===== config.mk =====
export PLATFORM = sky130hd
export DESIGN_NAME = seg_scan_driver
export DESIGN_NICKNAME = d
export VERILOG_FILES = /design/src/rtl/seg_scan_driver.sv
export SDC_FILE = /design/constraint.sdc
export NUM_CORES = 1
export LEC_CHECK = 0
export ABC_CLOCK_PERIOD_IN_PS = 7360
export BUFFER_PORTS_ARGS = -buffer_cell sky130_fd_sc_hd__buf_2
export CAP_MARGIN = 5
export CORE_AREA = 2 2 81 83
export CTS_BUF_LIST = sky130_fd_sc_hd__clkbuf_2 sky130_fd_sc_hd__clkbuf_4 sky130_fd_sc_hd__clkbuf_8
export DETAILED_ROUTE_END_ITERATION = 10
export DIE_AREA = 0 0 83 85
export MAX_ROUTING_LAYER = met4
export PLACE_DENSITY = 0.76
export SLEW_MARGIN = 30
export SYNTH_ARGS = -nofsm -noshare
export SYNTH_HDL_FRONTEND = slang
export SYNTH_SLANG_ARGS = --single-unit

===== constraint.sdc =====
create_clock -name clk_i -period 7.36 [get_ports clk_i]
set_clock_uncertainty 0.15 [all_clocks]
set_input_delay 0.368 -clock clk_i [delete_from_list [all_inputs] [get_ports clk_i]]
set_output_delay 0.368 -clock clk_i [all_outputs]
set_load 0.005 [all_outputs]

===== src/rtl/seg_scan_driver.sv =====
// Time-multiplexed 7-segment scan driver: hex decode, per-digit dp/blank, tear-free frame snapshots.
// Optional per-digit blink is compiled in when SEG_SCAN_BLINK_EN is defined.
module seg_scan_driver #(
  parameter int N_DIGITS     = 4,
  parameter int REFRESH_DIV  = 100000,
  parameter int BLINK_FRAMES = 64
) (
  input  logic                  clk_i,
  input  logic                  rst_ni,
  input  logic [4*N_DIGITS-1:0] digits_i,
  input  logic [N_DIGITS-1:0]   dp_i,
  input  logic [N_DIGITS-1:0]   blank_i,
  input  logic [N_DIGITS-1:0]   blink_i,
  input  logic                  enable_i,
  output logic [7:0]            seg_o,
  output logic [N_DIGITS-1:0]   an_o,
  output logic                  frame_o
);
  localparam int IW = (N_DIGITS > 1) ? $clog2(N_DIGITS) : 1;
  localparam int PW = $clog2(REFRESH_DIV);
  localparam logic [IW-1:0] IDX_LAST = IW'(N_DIGITS - 1);
  localparam logic [PW-1:0] PRE_LAST = PW'(REFRESH_DIV - 1);

  // Segment pattern {a,b,c,d,e,f,g}, active-low.
  function automatic logic [6:0] hex7(input logic [3:0] v);
    case (v)
      4'h0: hex7 = 7'b0000001;  4'h1: hex7 = 7'b1001111;
      4'h2: hex7 = 7'b0010010;  4'h3: hex7 = 7'b0000110;
      4'h4: hex7 = 7'b1001100;  4'h5: hex7 = 7'b0100100;
      4'h6: hex7 = 7'b0100000;  4'h7: hex7 = 7'b0001111;
      4'h8: hex7 = 7'b0000000;  4'h9: hex7 = 7'b0000100;
      4'hA: hex7 = 7'b0001000;  4'hB: hex7 = 7'b1100000;
      4'hC: hex7 = 7'b0110001;  4'hD: hex7 = 7'b1000010;
      4'hE: hex7 = 7'b0110000;  default: hex7 = 7'b0111000;
    endcase
  endfunction

  logic [PW-1:0]         presc_q, presc_d;
  logic [IW-1:0]         idx_q, idx_d;
  logic [4*N_DIGITS-1:0] dig_q;
  logic [N_DIGITS-1:0]   dp_q, blank_q, blink_q;
  logic                  valid_q;
  logic                  frame_q;
  logic [7:0]            seg_q, seg_d;
  logic [N_DIGITS-1:0]   an_q, an_d;
  logic                  tick, load, phase;

  assign tick = (presc_q == PRE_LAST);
  assign load = tick && (idx_q == IDX_LAST);

  always_comb begin
    presc_d = tick ? '0 : presc_q + PW'(1);
    idx_d   = idx_q;
    if (tick) idx_d = (idx_q == IDX_LAST) ? '0 : idx_q + IW'(1);
  end

  always_ff @(posedge clk_i or negedge rst_ni) begin
    if (!rst_ni) begin
      presc_q <= '0;
      idx_q   <= IDX_LAST;
      dig_q   <= '0;
      dp_q    <= '0;
      blank_q <= '0;
      blink_q <= '0;
      valid_q <= 1'b0;
      frame_q <= 1'b0;
      seg_q   <= 8'hFF;
      an_q    <= '1;
    end else begin
      presc_q <= presc_d;
      idx_q   <= idx_d;
      frame_q <= load;
      seg_q   <= seg_d;
      an_q    <= an_d;
      if (load) begin
        dig_q   <= digits_i;
        dp_q    <= dp_i;
        blank_q <= blank_i;
        blink_q <= blink_i;
        valid_q <= 1'b1;
      end
    end
  end

`ifdef SEG_SCAN_BLINK_EN
  localparam int BW = (BLINK_FRAMES > 1) ? $clog2(BLINK_FRAMES) : 1;
  logic [BW-1:0] bcnt_q, bcnt_d;
  logic          phase_q, phase_d;

  // The first snapshot after reset is frame 0 and is not counted, so phase
  // flips together with the snapshot that starts frame BLINK_FRAMES.
  always_comb begin
    bcnt_d  = bcnt_q;
    phase_d = phase_q;
    if (load && valid_q) begin
      if (bcnt_q == BW'(BLINK_FRAMES - 1)) begin
        bcnt_d  = '0;
        phase_d = ~phase_q;
      end else begin
        bcnt_d = bcnt_q + BW'(1);
      end
    end
  end

  always_ff @(posedge clk_i or negedge rst_ni) begin
    if (!rst_ni) begin
      bcnt_q  <= '0;
      phase_q <= 1'b0;
    end else begin
      bcnt_q  <= bcnt_d;
      phase_q <= phase_d;
    end
  end

  assign phase = phase_q;
`else
  assign phase = 1'b0;
`endif

  logic                hit, sel_dp, sel_blank, sel_blink, dark;
  logic [3:0]          nib;
  logic [N_DIGITS-1:0] an_sel;

  // Digit select by compare so an unreachable idx simply finds no hit and stays dark.
  always_comb begin
    hit       = 1'b0;
    nib       = '0;
    sel_dp    = 1'b0;
    sel_blank = 1'b0;
    sel_blink = 1'b0;
    an_sel    = '1;
    for (int k = 0; k < N_DIGITS; k++) begin
      if (idx_q == IW'(k)) begin
        hit       = 1'b1;
        nib       = dig_q[4*k +: 4];
        sel_dp    = dp_q[k];
        sel_blank = blank_q[k];
        sel_blink = blink_q[k];
        an_sel[k] = 1'b0;
      end
    end
    dark  = !hit || !valid_q || !enable_i || sel_blank || (phase && sel_blink);
    an_d  = dark ? '1 : an_sel;
    seg_d = dark ? 8'hFF : {~sel_dp, hex7(nib)};
  end

  assign seg_o   = seg_q;
  assign an_o    = an_q;
  assign frame_o = frame_q;
endmodule


# Yosys cells after proc, flatten, opt, wreduce, memory -nomap -nowiden
# Memory sizes are Yosys's and may differ from the RTL's.
# Cells that the tools add are included.
[word_totals]
register_bits = 57
rom_bits = 112
input_bits = 31
out_inout_bits = 13
n_memories = 1
[op_classes]
add_sub_neg = 2
eq_ne = 4
muxes = 24
bitwise_logic = 1
n_reduce_logical = 8
[mem_list]
columns = ["name", "depth", "word_bits", "read_ports", "rd_clocked_by_memory_dff", "wr", "line", "source"]
rows = [
  ["(no name shown)", 16, 7, 1, 0, 0, "26", "case (v)"],
]
[ops]
columns = ["cell", "n"]
rows = [
  ["$mux W4", 5],
  ["$add A17 B1 Y17 const B", 1],
  ["$eq A17 B17 Y1 const B", 1],
  ["$mux W17", 1],
  ["$mux W1", 16],
  ["$mux W8", 1],
  ["$eq A2 B2 Y1 const B", 2],
  ["$logic_not A1 Y1", 3],
  ["$logic_or A1 B1 Y1", 3],
  ["$add A2 B1 Y2 const B", 1],
  ["$eq A2 B1 Y1 const B", 1],
  ["$logic_not A2 Y1", 1],
  ["$mux W2", 1],
  ["$logic_and A1 B1 Y1", 1],
  ["$not A1 Y1", 1],
]

# Logic depth before layout (Yosys ltp)
# Gate-level depths: netlist of run 1.
[depth]
ltp_word = 10
depth_mapped = 11
ltp_nobuf = 10

# Worst setup path before layout of run 1
# OpenSTA, ideal clock, no wires.
[synth_path]
path_type = "register -> register"
start = "register idx_q[1]"
end = "register seg_q[3], in the netlist seg_o[3]"
setup_time_ns = 0.090
arrival_ns = 2.301
slack_ns = 4.819
stages_incl_launch_ff = 12
path_buffers = 1
period_less_slack_ns = 2.541
path_cell_list = "dfstp_2 > inv_1 > ha_1 > clkbuf_1 > nor2b_1 > a22oi_1 > a21oi_1 > inv_1 > ha_1 > a21oi_1 > a32o_1 > nand2_1"
[synth_via]
elab_chain_cells = 10
elab_cells_between_ends = 22
cone_classes = "eq/ne: 3; mux: 13; reduce/logical: 5; memory: 1"
[synth_lines]
columns = ["element", "line", "source"]
rows = [
  ["from (decl)", "39", "logic [IW-1:0] idx_q, idx_d;"],
  ["from (signal assigned)", "71", "idx_q <= idx_d;"],
  ["parallel branches: the longest is 9 deep, another holds $mem_v2 Z16 W7", "n/a", ""],
  ["$mux W8 (*)", "144", "seg_d = dark ? 8'hFF : {~sel_dp, hex7(nib)};"],
  ["named net seg_d[3]", "44", "logic [7:0] seg_q, seg_d;"],
  ["to (signal assigned)", "73", "seg_q <= seg_d;"],
  ["to (decl)", "44", ""],
]
# Mark *: on every way through the listed nets, which the timed path passes.
# A chain may end at the register's enable or synchronous reset.

# Worst setup path in the final report of run 1
# Ends and elaborated chain as after synthesis.

==> reports/summary.txt, run 1 <==
clk buf depth - 2
post-synth cell types - 42
instance count on the critical path - 10
Fillers - 559
Initial Util - 43.8%
pwr/cell area - 193 mW/mm2
CTS Root Cell - clkbuf_8
H-Tree Depth - 3
leakage - 0.00148 uW
commonest non-fill, non-tap cell in the layout - dfrtp_1
Worst Setup SP - idx_q[1]
R2R depth - 10
die area - 0.00706 mm2
Core Box Area - 0.00620 mm2
Residual DRC - 0
Place WS - 4.57 ns
Clk pwr share - 47.2%
prevailing post-synth register cell - dfrtp_1
Worst Max-Slew Pin Slew - 0.822 ns
Tcrit/Tclk final - 38.4%
register area share after synthesis - 53.1%
Resized cells post-CTS - 0
Synth Register Bits - 57
CTS buffer count - 9
CTS tree - done
Critical Path RT - 7.47 ns
Final Hold Vio Count - 0
Max IR drop VDD - 0.113 mV
Pint - 487 uW
Sw Pwr - 132 uW
most frequent cells in the layout - dfrtp_1, buf_2, nand2_1
post-CTS setup buffer count - 0
worst r2r dst - seg_o[3]
post-route setup slack - 4.53 ns
Tmin final - 2.83 ns
Area Overhead vs Synth - 17.8%
switching share of power - 21.3%
total grt overflow - 0
worst setup path endpoint - seg_o[3]
# nets final - 315
Die Height - 85 um
drt pass-1 iters - 4
Hold Path Class - in2async
Final GP Congestion - 0.878
crit path launch type - flop
antenna violations before repair - 0
Crit path arrival time - 2.94 ns
share of layout cells above drive strength 1 - 34.3%
Via Count - 1860
largest net degree at the start of global routing - 58
remaining antenna violation count after routing - 0
first-pass GRT wire length - 9120 um
Die Wd - 83 um
dpl hpwl - 3620 um
Final setup viols - 0
Hold Buf Count CTS - 0
number of max-cap violations - 0
Post-Synthesis Cells - 226
status - finished clean
Fmax achieved - 0.353 GHz
CP max stage cell - dfstp_2
combinational share of power - 2.1%
crit path cell chain - inv_1, ha_1, nor2b_1, a22oi_1, a21oi_1, inv_1, ha_1, a21oi_1, a32o_1, nand2_1
routed vias/inst - 5.25
Setup Total Neg Slack - 0 ns
asr flop ratio synth - 100%
syn nets - 269
# rows - 29
kind of critical path - reg2reg
Avg Synthesized Cell Area - 12.0 um2
Sequential Power Share - 50.7%
CP top delay family - compound AO/OA/AOI/OAI gates
Post-Syn Area - 0.00272 mm2
Crit path largest cell delay - 0.56 ns
FF-to-FF Start - idx_q[1]
Post-Route WL - 5230 um
vias in the first global route - 1931
Iteration-0 DRC Markers - 93
Clock Latency Late Sink - 0.34 ns
port buffer count - 39
RSZ-0062 raised after global routing - no
CP Buf/Inv Count - 2
Yosys warning count - 0
R2R setup slack - 4.53 ns
global router's overall resource usage - 16.8%
clock sink count - 57
critical path fanouts, max - 11
number of synthesized flops with an enable pin - 0
Rel. slew slack - 44.8%
Final Max Tran Viols - 0
WL/cell - 14.8 um
ant diodes - 0
clock-pin transition on the worst setup and hold timing paths - 0.07 ns
Worst setup EP type - flop
Ports - 44
[Yosys cell counts, drive strengths merged (3+ instances only)]
cell	instances	area share [%]
inv	6	0.83
xnor2	6	1.9
dfstp	14	14
nand4	4	0.92
nor2b	6	1.4
nor2	10	1.4
ha	12	5.5
a21oi	7	1.3
clkbuf	6	0.83
mux2	25	12
nand3	7	1.3
o21ai	5	0.92
xor2	8	2.6
or3	3	0.69
nand2	23	3.2
o221ai	5	1.6
dfrtp	43	40
o22ai	3	0.69
and3	3	0.69
[power groups by stage]
stage	Combinational, uW	Clock, uW	Sequential (uW)
6_report	13.1	292	314
5_1_grt	15.1	311	313
4_1_cts	13.7	300	314
3_5_place_dp	13.7	0	319
3_3_place_gp	13.5	0	319
2_1_floorplan	0.202	0	319
[worst min-delay path by stage]
stage / slack, ns / from / endpoint
global placement: 0.30 / valid_q / valid_q
finish: 0.02 / rst_ni / dig_q[1]
CTS: 0.04 / rst_ni / dig_q[5]
global route: 0.08 / rst_ni / dig_q[0]
detailed placement: 0.31 / valid_q / valid_q
floorplan: -0.08 / rst_ni / blank_q[0]
[stage by stage]
| step | cells | cell area, um2 | util [%] | power (uW) | hold slack [ns] |
|---|---|---|---|---|---|
| after floorplan | 226 | 2720 | - | 319 | -0.0776 |
| after global placement | 338 | 2990 | 48.3 | 333 | 0.304 |
| after detailed placement | 338 | 3000 | 48.4 | 333 | 0.305 |
| after CTS | 354 | 3200 | 51.6 | 628 | 0.0378 |
| after global routing | 354 | 3200 | 51.6 | 639 | 0.0777 |
| final | 354 | 3200 | 51.6 | 619 | 0.0152 |
[worst register-to-register path, stage by stage (launching register included)]
cell and delay, ns:
dfstp_2 0.56, inv_1 0.08, ha_1 0.32, nor2b_1 0.24
a22oi_1 0.12, a21oi_1 0.41, inv_1 0.17, ha_1 0.35
a21oi_1 0.15, a32o_1 0.14, nand2_1 0.06
[metal layers]
metal / vias to the layer above / GRT usage [%] / wire (um)
li1: 894 / - / -
met1: 914 / 19.6 / 2240
met2: 42 / 28.0 / 2690
met3: 10 / 3.70 / 202
met4: 0 / 7.60 / 97
met5: - / - / 0
[flip-flops by register name (all words and copies together), names as in the netlist]
signal   count
valid_q      1
blank_q      4
presc_q     17
seg_o        8
dp_q         4
dig_q       16
idx_q        2
an_o         4
frame_o      1
[layout make-up]
class | instances | area, um2 | share of cell area, %
multi-input cells | 155 | 1210 | 37.9
clock inverters | 5 | 55.1 | 1.72
well taps | 77 | 96.3 | 3.01
repair buffers | 43 | 225 | 7.04
clock buffers | 11 | 145 | 4.53
flip-flops and latches | 57 | 1440 | 45.1
inverters | 6 | 22.5 | 0.704
[cells by family (layout without fill, tap and decap cells)]
kind of cell	count (synthesis)	in the layout	share of synthesized area [%]
XOR/XNOR	14	14	4.51
multiplexers	27	27	12.5
flip-flops	57	57	53.1
AND/OR/NAND/NOR	73	73	14.5
AO/OA/AOI/OAI	29	29	7.37
buffers and inverters	14	65	2.49
adder cells (fa/ha/maj)	12	12	5.52
Note: power is estimated with default switching activity, not from simulation.
==> inputs of run 2 (changes only) <==
ABC_CLOCK_PERIOD_IN_PS = 2300   (was 7360)
PLACE_DENSITY = 0.78   (was 0.76)
clock period = 2.3 ns   (was 7.36 ns; I/O delays follow)
==> reports/summary.txt, run 2 (synthesis gave the netlist of run 1 again) <==
Crit path arrival time - 2.47 ns (-0.47 ns)
ant diodes - 0 (unchanged)
CTS buffer count - 9 (unchanged)
Sequential Power Share - 44.6% (-6.1 points)
Area Overhead vs Synth - 49.7%
max layer used - met4
Die Height - 85 um (unchanged)
Worst Max-Slew Pin Slew - 0.649 ns (-0.173 ns)
Worst setup EP type - flop
WL/cell - 18.3 um (+24%)
Final Hold Vio Count - 0 (unchanged)
H-Tree Depth - 3 (unchanged)
first-pass GRT wire length - 10500 um (+16%)
Clk pwr share - 51.7% (+4.5 points)
Via Count - 2286 (+23%)
Iteration-0 DRC Markers - 85 (-8.6%)
Initial Util - 43.8% (unchanged)
Sw Pwr - 440 uW (+230%)
DR WL met3 - 389 um (+93%)
Final setup viols - 15 (+15)
share of layout cells above drive strength 1 - 48.1% (+14 points)
remaining antenna violation count after routing - 0 (unchanged)
routed vias/inst - 5.47 (+4.1%)
total grt overflow - 0 (unchanged)
final core utilization - 65.6% (+14 points)
kind of critical path - reg2reg
port buffer count - 39 (unchanged)
dpl hpwl - 3950 um (+9.2%)
die area - 0.00706 mm2 (unchanged)
largest net degree at the start of global routing - 30 (-48%)
critical path fanouts, max - 5 (-6)
WL met1 - 2820 um (+26%)
R2R depth - 9 (-1)
leakage - 0.00186 uW (+26%)
max reg flops - 17 (unchanged)
Power Total - 2250 uW (+260%)
Residual DRC - 0 (unchanged)
# rows - 29 (unchanged)
FF-to-FF Start - idx_q[0]
combinational share of power - 3.6% (+1.5 points)
Ports - 44 (unchanged)
pwr/cell area - 553 mW/mm2 (+190%)
crit path launch type - flop
Max IR drop VDD - 0.407 mV (+260%)
status - finished, violations left
antenna violations before repair - 0 (unchanged)
Critical Path RT - 2.42 ns (-5.05 ns)
routed wl met2 - 4180 um (+55%)
Rel. slew slack - 56.7% (+12 points)
commonest non-fill, non-tap cell in the layout - dfrtp_1
Post-Layout Inst Area - 0.00407 mm2 (+27%)
Hold Path Class - in2async
CTS Root Cell - clkbuf_8
Core Box Area - 0.00620 mm2 (unchanged)
Pint - 1810 uW (+270%)
clock sink count - 57 (unchanged)
failing checks - negative setup slack
switching share of power - 19.5% (-1.8 points)
post-route setup slack - -0.0461 ns (-4.58 ns)
Fmax achieved - 0.426 GHz (+21%)
most frequent cells in the layout - dfrtp_1, buf_2, buf_4
drt pass-1 iters - 4 (unchanged)
Final GP Congestion - 0.851 (-3.1%)
global router's overall resource usage - 19.6% (+2.8 points)
clk buf depth - 2 (unchanged)
Post-Route WL - 7670 um (+47%)
Clock Latency Late Sink - 0.35 ns (about the same)
Tmin final - 2.35 ns (-0.484 ns)
CTS tree - done
R2R setup slack - -0.05 ns (-4.58 ns)
clock-pin transition on the worst setup and hold timing paths - 0.07 ns (about the same)
Tcrit/Tclk final - 102% (+64 points)
vias in the first global route - 2193 (+14%)
Final Max Tran Viols - 0 (unchanged)
# nets final - 379 (+20%)
Die Wd - 83 um (unchanged)
Placed Area - 0.00319 mm2 (+6.3%)
Biggest register - presc_q
worst r2r dst - an_o[1]
RSZ-0062 raised after global routing - yes
number of max-cap violations - 0 (unchanged)
==> run 2: layout make-up <==
| cell class | count | area, um2 |
|---|---|---|
| Fill cell | 427 | 2140 |
| Sequential cell | 57 | 1440 |
| Multi-Input combinational cell | 155 | 1430 |
| Timing Repair Buffer | 107 | 825 |
| Clock buffer | 11 | 145 |
| Clock inverter | 5 | 103 |
| Tap cell | 77 | 96.3 |
| Inverter | 6 | 25.0 |
==> run 2: power by group through the flow <==
stage                     combinational (uW)  clock (uW)  sequential, uW
after floorplan                        0.644           0            1020
after global placement                  44.4           0            1020
after detailed placement                46.0           0            1020
after CTS                               80.0        1180            1000
after global routing                    89.2        1210            1000
final                                   81.7        1160            1000
==> run 2: routing by layer <==
layer / vias up / track usage, %
met3: 23 / 5.06
met5: - / -
met1: 1155 / 22.0
li1: 1022 / -
met4: 0 / 8.64
met2: 86 / 33.1
==> run 2: repair_timing <==
| action | in CTS | in global routing |
|---|---|---|
| cloned | 0 | 4 |
| resized for setup | 5 | 39 |
| setup buffers | 0 | 11 |
| endpoints found under the setup margin | 4 | 33 |
| hold buffers | 26 | 0 |
| hold endpoints to repair | 45 | 0 |
| pin swaps | 2 | 8 |
==> run 2: critical path, stage by stage, from the launching register on <==
cell and delay [ns]:
dfstp_2 0.57, inv_4 0.05, ha_2 0.20, buf_6 0.13, nand2_2 0.05, o21ai_1 0.06
mux2_4 0.28, o41ai_4 0.43, buf_2 0.25, nand2_1 0.10
==> run 2: worst max path at each step <==
stage          slack (ns)     start  cells past startpoint       end
3_3_place_gp         0.06  idx_q[1]                     10  seg_o[3]
2_1_floorplan       -0.02  idx_q[1]                     11  seg_o[3]
3_5_place_dp       -0.006  idx_q[1]                     10  seg_o[3]
5_1_grt             -0.13  idx_q[0]                      9  seg_o[0]
6_report            -0.05  idx_q[0]                      9   an_o[1]
4_1_cts             0.004  idx_q[1]                     10  seg_o[3]
==> run 2: per-stage QoR <==
| step | std cells | hold slack [ns] | worst slack, ns | TNS (ns) |
|---|---|---|---|---|
| floorplan | 226 | -0.331 | -0.0177 | -0.0177 |
| global placement | 361 | 0.0119 | 0.0616 | 0 |
| detailed placement | 361 | 0.0280 | -0.00584 | -0.00584 |
| CTS | 403 | 0.195 | 0.00449 | 0 |
| global route | 418 | 0.261 | -0.127 | -2.51 |
| finish | 418 | 0.192 | -0.0461 | -0.237 |
